$ cat src/rtl/popcount_pkg.sv
// Shared types and width helpers for the streaming popcount accumulator.
package popcount_pkg;

  typedef enum logic [1:0] {
    IDLE  = 2'd0,
    ACCUM = 2'd1,
    HOLD  = 2'd2
  } pc_state_t;

  // Packet sum width: holds DATA_WIDTH*MAX_BEATS without overflow.
  function automatic int unsigned cnt_w(input int unsigned data_width,
                                        input int unsigned max_beats);
    return $clog2(data_width * max_beats) + 1;
  endfunction

  // Beat counter width: holds MAX_BEATS itself.
  function automatic int unsigned beat_w(input int unsigned max_beats);
    return $clog2(max_beats) + 1;
  endfunction

endpackage

$ cat src/rtl/popcount_word.sv
// Combinational ones counter for a single beat.
module popcount_word #(
  parameter  int unsigned DATA_WIDTH = 16,
  localparam int unsigned CW         = $clog2(DATA_WIDTH) + 1
) (
  input  logic [DATA_WIDTH-1:0] din_i,
  output logic [CW-1:0]         count_o
);

  // Sum of all set bits in the word.
  always_comb begin
    count_o = '0;
    for (int unsigned i = 0; i < DATA_WIDTH; i++) begin
      count_o = count_o + CW'(din_i[i]);
    end
  end

endmodule

$ cat src/rtl/popcount_accum.sv
// Streaming per-packet popcount: per-beat count stage, packet accumulator,
// and a held result on a valid/ready output.
module popcount_accum
  import popcount_pkg::*;
#(
  parameter  int unsigned DATA_WIDTH = 16,
  parameter  int unsigned MAX_BEATS  = 256,
  localparam int unsigned CNT_W      = cnt_w(DATA_WIDTH, MAX_BEATS),
  localparam int unsigned BEAT_W     = beat_w(MAX_BEATS)
) (
  input  logic                  clk,
  input  logic                  reset,
  input  logic                  in_valid,
  output logic                  in_ready,
  input  logic [DATA_WIDTH-1:0] din,
  input  logic                  in_last,
  input  logic                  count_zeros,
  output logic                  out_valid,
  input  logic                  out_ready,
  output logic [CNT_W-1:0]      dout,
  output logic [BEAT_W-1:0]     out_beats,
  output logic                  out_trunc
);

  localparam int unsigned PW = $clog2(DATA_WIDTH) + 1;

  // Input side / S1 registers
  logic              s1_valid_q, s1_valid_d;
  logic [PW-1:0]     s1_cnt_q,   s1_cnt_d;
  logic              s1_last_q,  s1_last_d;
  logic              s1_trunc_q, s1_trunc_d;
  logic [BEAT_W-1:0] idx_q,      idx_d;
  logic              mode_q,     mode_d;
  logic              in_ready_q, in_ready_d;

  // Accumulator / output registers
  pc_state_t         state_q,     state_d;
  logic [CNT_W-1:0]  sum_q,       sum_d;
  logic [BEAT_W-1:0] beats_q,     beats_d;
  logic              trunc_q,     trunc_d;
  logic              out_valid_q, out_valid_d;
  logic [CNT_W-1:0]  dout_q,      dout_d;
  logic [BEAT_W-1:0] out_beats_q, out_beats_d;
  logic              out_trunc_q, out_trunc_d;

  logic                  accept;
  logic                  first_beat;
  logic                  mode_eff;
  logic                  eff_last;
  logic [DATA_WIDTH-1:0] word;
  logic [PW-1:0]         word_cnt;

  // The first beat uses the live mode input; later beats use the latched one.
  assign accept     = in_valid && in_ready_q;
  assign first_beat = (idx_q == '0);
  assign mode_eff   = first_beat ? count_zeros : mode_q;
  assign word       = mode_eff ? ~din : din;
  assign eff_last   = in_last || (idx_q == BEAT_W'(MAX_BEATS - 1));

  popcount_word #(
    .DATA_WIDTH (DATA_WIDTH)
  ) u_word (
    .din_i   (word),
    .count_o (word_cnt)
  );

  // S1 next-state: per-beat count, last/trunc flags, beat index and mode latch.
  always_comb begin
    s1_valid_d = accept;
    s1_cnt_d   = word_cnt;
    s1_last_d  = accept && eff_last;
    s1_trunc_d = accept && eff_last && !in_last;
    idx_d      = idx_q;
    mode_d     = mode_q;
    if (accept) begin
      idx_d = eff_last ? '0 : idx_q + BEAT_W'(1);
      if (first_beat) begin
        mode_d = count_zeros;
      end
    end
  end

  // Packet FSM; result registers load on the first HOLD cycle so out_valid
  // rises two edges after the final beat is accepted.
  always_comb begin
    state_d     = state_q;
    sum_d       = sum_q;
    beats_d     = beats_q;
    trunc_d     = trunc_q;
    out_valid_d = out_valid_q;
    dout_d      = dout_q;
    out_beats_d = out_beats_q;
    out_trunc_d = out_trunc_q;
    case (state_q)
      IDLE: begin
        if (accept) begin
          state_d = ACCUM;
        end
      end
      ACCUM: begin
        if (s1_valid_q) begin
          sum_d   = sum_q + CNT_W'(s1_cnt_q);
          beats_d = beats_q + BEAT_W'(1);
          if (s1_last_q) begin
            trunc_d = s1_trunc_q;
            state_d = HOLD;
          end
        end
      end
      HOLD: begin
        if (!out_valid_q) begin
          out_valid_d = 1'b1;
          dout_d      = sum_q;
          out_beats_d = beats_q;
          out_trunc_d = trunc_q;
        end else if (out_ready) begin
          out_valid_d = 1'b0;
          sum_d       = '0;
          beats_d     = '0;
          trunc_d     = 1'b0;
          state_d     = IDLE;
        end
      end
      default: begin
        state_d = IDLE;
      end
    endcase
  end

  // Block new beats while a packet's final beat is in flight or a result is held.
  assign in_ready_d = (state_d != HOLD) && !(s1_valid_d && s1_last_d);

  // S1 and input-side registers.
  always_ff @(posedge clk or posedge reset) begin
    if (reset) begin
      s1_valid_q <= 1'b0;
      s1_cnt_q   <= '0;
      s1_last_q  <= 1'b0;
      s1_trunc_q <= 1'b0;
      idx_q      <= '0;
      mode_q     <= 1'b0;
      in_ready_q <= 1'b1;
    end else begin
      s1_valid_q <= s1_valid_d;
      s1_cnt_q   <= s1_cnt_d;
      s1_last_q  <= s1_last_d;
      s1_trunc_q <= s1_trunc_d;
      idx_q      <= idx_d;
      mode_q     <= mode_d;
      in_ready_q <= in_ready_d;
    end
  end

  // FSM, accumulator and output registers.
  always_ff @(posedge clk or posedge reset) begin
    if (reset) begin
      state_q     <= IDLE;
      sum_q       <= '0;
      beats_q     <= '0;
      trunc_q     <= 1'b0;
      out_valid_q <= 1'b0;
      dout_q      <= '0;
      out_beats_q <= '0;
      out_trunc_q <= 1'b0;
    end else begin
      state_q     <= state_d;
      sum_q       <= sum_d;
      beats_q     <= beats_d;
      trunc_q     <= trunc_d;
      out_valid_q <= out_valid_d;
      dout_q      <= dout_d;
      out_beats_q <= out_beats_d;
      out_trunc_q <= out_trunc_d;
    end
  end

  assign in_ready  = in_ready_q;
  assign out_valid = out_valid_q;
  assign dout      = dout_q;
  assign out_beats = out_beats_q;
  assign out_trunc = out_trunc_q;

endmodule
$ cat config.mk
export PLATFORM = sky130hd
export DESIGN_NAME = popcount_accum
export DESIGN_NICKNAME = d
export VERILOG_FILES = /design/src/rtl/popcount_pkg.sv /design/src/rtl/popcount_word.sv /design/src/rtl/popcount_accum.sv
export SDC_FILE = /design/constraint.sdc
export NUM_CORES = 1
export LEC_CHECK = 0
export BUFFER_PORTS_ARGS = -buffer_cell sky130_fd_sc_hd__buf_2
export CELL_PAD_IN_SITES_DETAIL_PLACEMENT = 1
export CELL_PAD_IN_SITES_GLOBAL_PLACEMENT = 1
export CORE_ASPECT_RATIO = 0.7
export CORE_MARGIN = 4
export CORE_UTILIZATION = 41
export CTS_BUF_LIST = sky130_fd_sc_hd__clkbuf_16
export DETAILED_ROUTE_END_ITERATION = 12
export PLACE_DENSITY_LB_ADDON = 0.1
export SKIP_CTS_REPAIR_TIMING = 1
export SLEW_MARGIN = 20
export SYNTH_ARGS = -nofsm -noshare
export SYNTH_HDL_FRONTEND = slang
export SYNTH_SLANG_ARGS = --single-unit
$ cat constraint.sdc
create_clock -name clk -period 4.9 [get_ports clk]
set_input_delay 0.98 -clock clk [delete_from_list [all_inputs] [get_ports clk]]
set_output_delay 0.98 -clock clk [all_outputs]
set_load 0.005 [all_outputs]
==> metrics.md <==
| Metric | Value |
|---|---|
| Core area | `8480 sq um` |
| Max Root-Sink Buffers | `2` |
| Max_slew headroom | `54.5%` |
| Clk Latency, worst-skew pair | `330 ps` |
| Leading area contributor after synthesis | `dfrtp_1` |
| Crit Path Max Fanout | `6` |
| Post-synthesis average cell area | `10.8 sq um` |
| Wire per inst | `15.7 um` |
| Synthesized flop and latch total | `68` |
| Top cell type's share of synthesized area | `47.0%` |
| Outcome | `complete, no violations` |
| Final Critical Period | `4610 ps` |
| Total Routing Usage GR | `16.7%` |
| Yosys warnings | `0` |
| Layout Skew | `5.20 ps` |
| Remaining antenna violation count | `0` |
| Number of global-route vias before repair | `2741` |
| Synth top area cells | `dfrtp_1 (47%), mux2_2 (7.3%), ha_1 (5.3%)` |
| Finished layout cell area | `4210 sq um` |
| Register area share after synthesis | `47.7%` |
| Sink Count | `68` |
| Final wirelength | `8020 um` |
| Most common cell after layout, fill and taps aside | `dfrtp_1` |
| Final WS setup | `286 ps` |
| Commonest cells after routing, fill and taps aside | `dfrtp_1 (67), buf_2 (46), nand2_1 (34)` |
| Post-Syn Area | `3570 sq um` |
| Reg clk slew, reported paths | `50 ps` |
| Placed cells | `495` |
| GPL Wtd Cong | `0.750` |
| Req. time, crit path | `5100 ps` |
| Share of layout cells above drive strength 1 | `23.8%` |
| F_max | `217 MHz` |
| Slew @ Worst Pin | `680 ps` |
| Setup_tns | `0 ps` |
| Non-Filler Instances | `511` |
| First-pass GRT wire length | `13500 um` |
| CP max-delay cell | `fa_1` |
| Cell variety after synth | `47` |
| ANT cells | `0` |
| Area of the die | `10300 sq um` |
| Crit path DAT | `4810 ps` |
| CTS buffer count | `9` |
| PortBufs | `46` |
| Buffers & Inverters on Critical Path | `3` |
| Pwr dens | `730 nW/um^2` |
| H-Tree Level Count | `3` |
| Area grow syn2layout | `18.0%` |
| Synth Area in Compound Gates | `10.2%` |
| Die outline height | `86.1 um` |
| Post-place instance area | `3950 sq um` |
| Pleak | `2.08 nW` |
| Initial drt markers | `147` |
| Fin. Hold Viols | `0` |
| Max-cap violations | `0` |
| Area occupied by multi-input gates | `1760 sq um` |
| CTS tree | `done` |
| Die Width | `120 um` |
| Total grt overflow | `0` |
| DP HPWL | `5840 um` |
| Min-Delay Path Class | `flip-flop to flip-flop` |
| Drt pass-1 iters | `4` |
| # rows | `28` |
| Vias/cell | `5.11` |
| Simple-gate area share of the yosys netlist | `13.9%` |
| Max VDD drop | `334 uV` |
| Crit share post-route | `94.2%` |
| Synth Area in Adders | `10.3%` |
| EDFF count, synth | `0` |
| Synth Instances | `332` |
| FFs w/ async S/R, synth | `100%` |
| Crit path largest cell delay | `540 ps` |
| Initial antenna violation count | `0` |
| Buffer type at the clock tree root | `clkbuf_16` |
| Initial core utilization | `42.1%` |
| Worst reg2reg setup slack | `290 ps` |
| Largest net degree at the start of global routing | `52` |
| Final setup violation count | `0` |
| Startpoint Class | `flip-flop` |
| Final-report max-slew violation count | `0` |
| NumNets Final | `432` |
| CP Capture Type | `flip-flop` |
| Setup Slack @ Placement | `-19.4 ps` |
| Unrepaired setup endpoints after global routing | `false` |
| # IOs | `47` |
| Most frequent CP cell | `fa_1` |
| Area occupied by registers | `1700 sq um` |
| Largest family of logic cells by synthesized area | `simple AND/OR/NAND/NOR gates` |
| Main synth FF type | `dfrtp_1` |
| XOR/XNOR Fraction of Synth Area | `5.89%` |
| Vias after detailed routing | `2610` |
| Multiplexer area fraction after synthesis | `8.66%` |
| Setup CP Type | `flip-flop to flip-flop` |
| Syn Nets | `378` |
| DRC viols | `0` |
| Fill count | `961` |
| CP cell instances | `nor4_1 > a21boi_1 > nor2_2 > xor2_1 > fa_1 > inv_1 > fa_1 > fa_1 > inv_1 > fa_1 > fa_1 > inv_1 > fa_1` |
| Cell family with most CP delay | `adder cells` |
-- final cells by class --
class,count,area share (%)
inverter,19,1.69
clock inverter,7,0.653
timing repair buffer,52,6.53
sequential,68,40.4
multi-input combinational,236,41.8
clock buffer,9,5.35
tap,120,3.56
-- per-layer routing --
layer	global-route usage [%]	wire length (um)
met1	23.7	4150
met2	25.4	3510
met3	4.42	286
met4	4.99	72
met5	0	0
-- cells by family after synthesis --
group,count (synthesis)
and+or+nand+nor,102
DFF,68
AOI/OAI and AO/OA,58
buffers and inverters,28
muxes,28
xor gates and xnor gates,24
adders and majority gates,24
-- power by group --
part	total [W]	internal (W)	switching, W
Combinational	0.00163	0.000729	0.000899
Sequential	0.000901	0.000751	0.000149
Clock	0.000546	0.000330	0.000217
Total	0.00308	0.00181	0.00127
-- flip-flops by register name, summed over array words and instances (netlist names) --
name / cells
idx_q: 9
mode_q: 1
s1_last_q: 1
out_trunc: 1
beats_q: 9
dout: 13
trunc_q: 1
sum_q: 13
s1_valid_q: 1
s1_trunc_q: 1
s1_cnt_q: 5
out_beats: 9
in_ready: 1
out_valid: 1
state_q: 2
-- path summary, 6_finish.rpt --
kind / from / to / depth (start not counted)
setup / recovery: idx_q[2] / s1_cnt_q[1] / 13
hold / removal: dout[2] / dout[2] / 1
setup reg to reg: idx_q[2] / s1_cnt_q[1] / 13
hold reg to reg: dout[2] / dout[2] / 1
max in group asynchronous: reset / sum_q[9] / 3
min in group asynchronous: reset / beats_q[1] / 2
-- per-stage QoR --
stage | power [W] | hold WS, ps | util [%]
2_1_floorplan | 0.00213 | 449 | -
3_3_place_gp | 0.00244 | 475 | 46.6
5_1_grt | 0.00345 | 523 | 49.7
6_report | 0.00308 | 497 | 49.7
4_1_cts | 0.00311 | 502 | 49.6
3_5_place_dp | 0.00256 | 487 | 46.6
-- synthesized netlist by cell type (2+ instances only) --
cell and instances:
dfrtp_1 67, nand2_1 34, nor2_1 26, mux2_2 23, o21ai_0 22, inv_1 19, ha_1 15, xnor2_1 13
xor2_1 11, fa_1 9, a21oi_1 8, nor3_1 8, a211oi_1 5, clkbuf_1 5, mux2i_1 5, nand3_1 5
a21o_1 4, and3_1 4, nand2b_1 4, nor4_1 4, a22o_1 3, buf_4 3, nor2b_1 3, o21a_1 3
a31oi_1 2, and4_1 2, nand4_1 2, nor4b_1 2, o31ai_1 2, or3_1 2
Power figures use the tool's default switching activity.
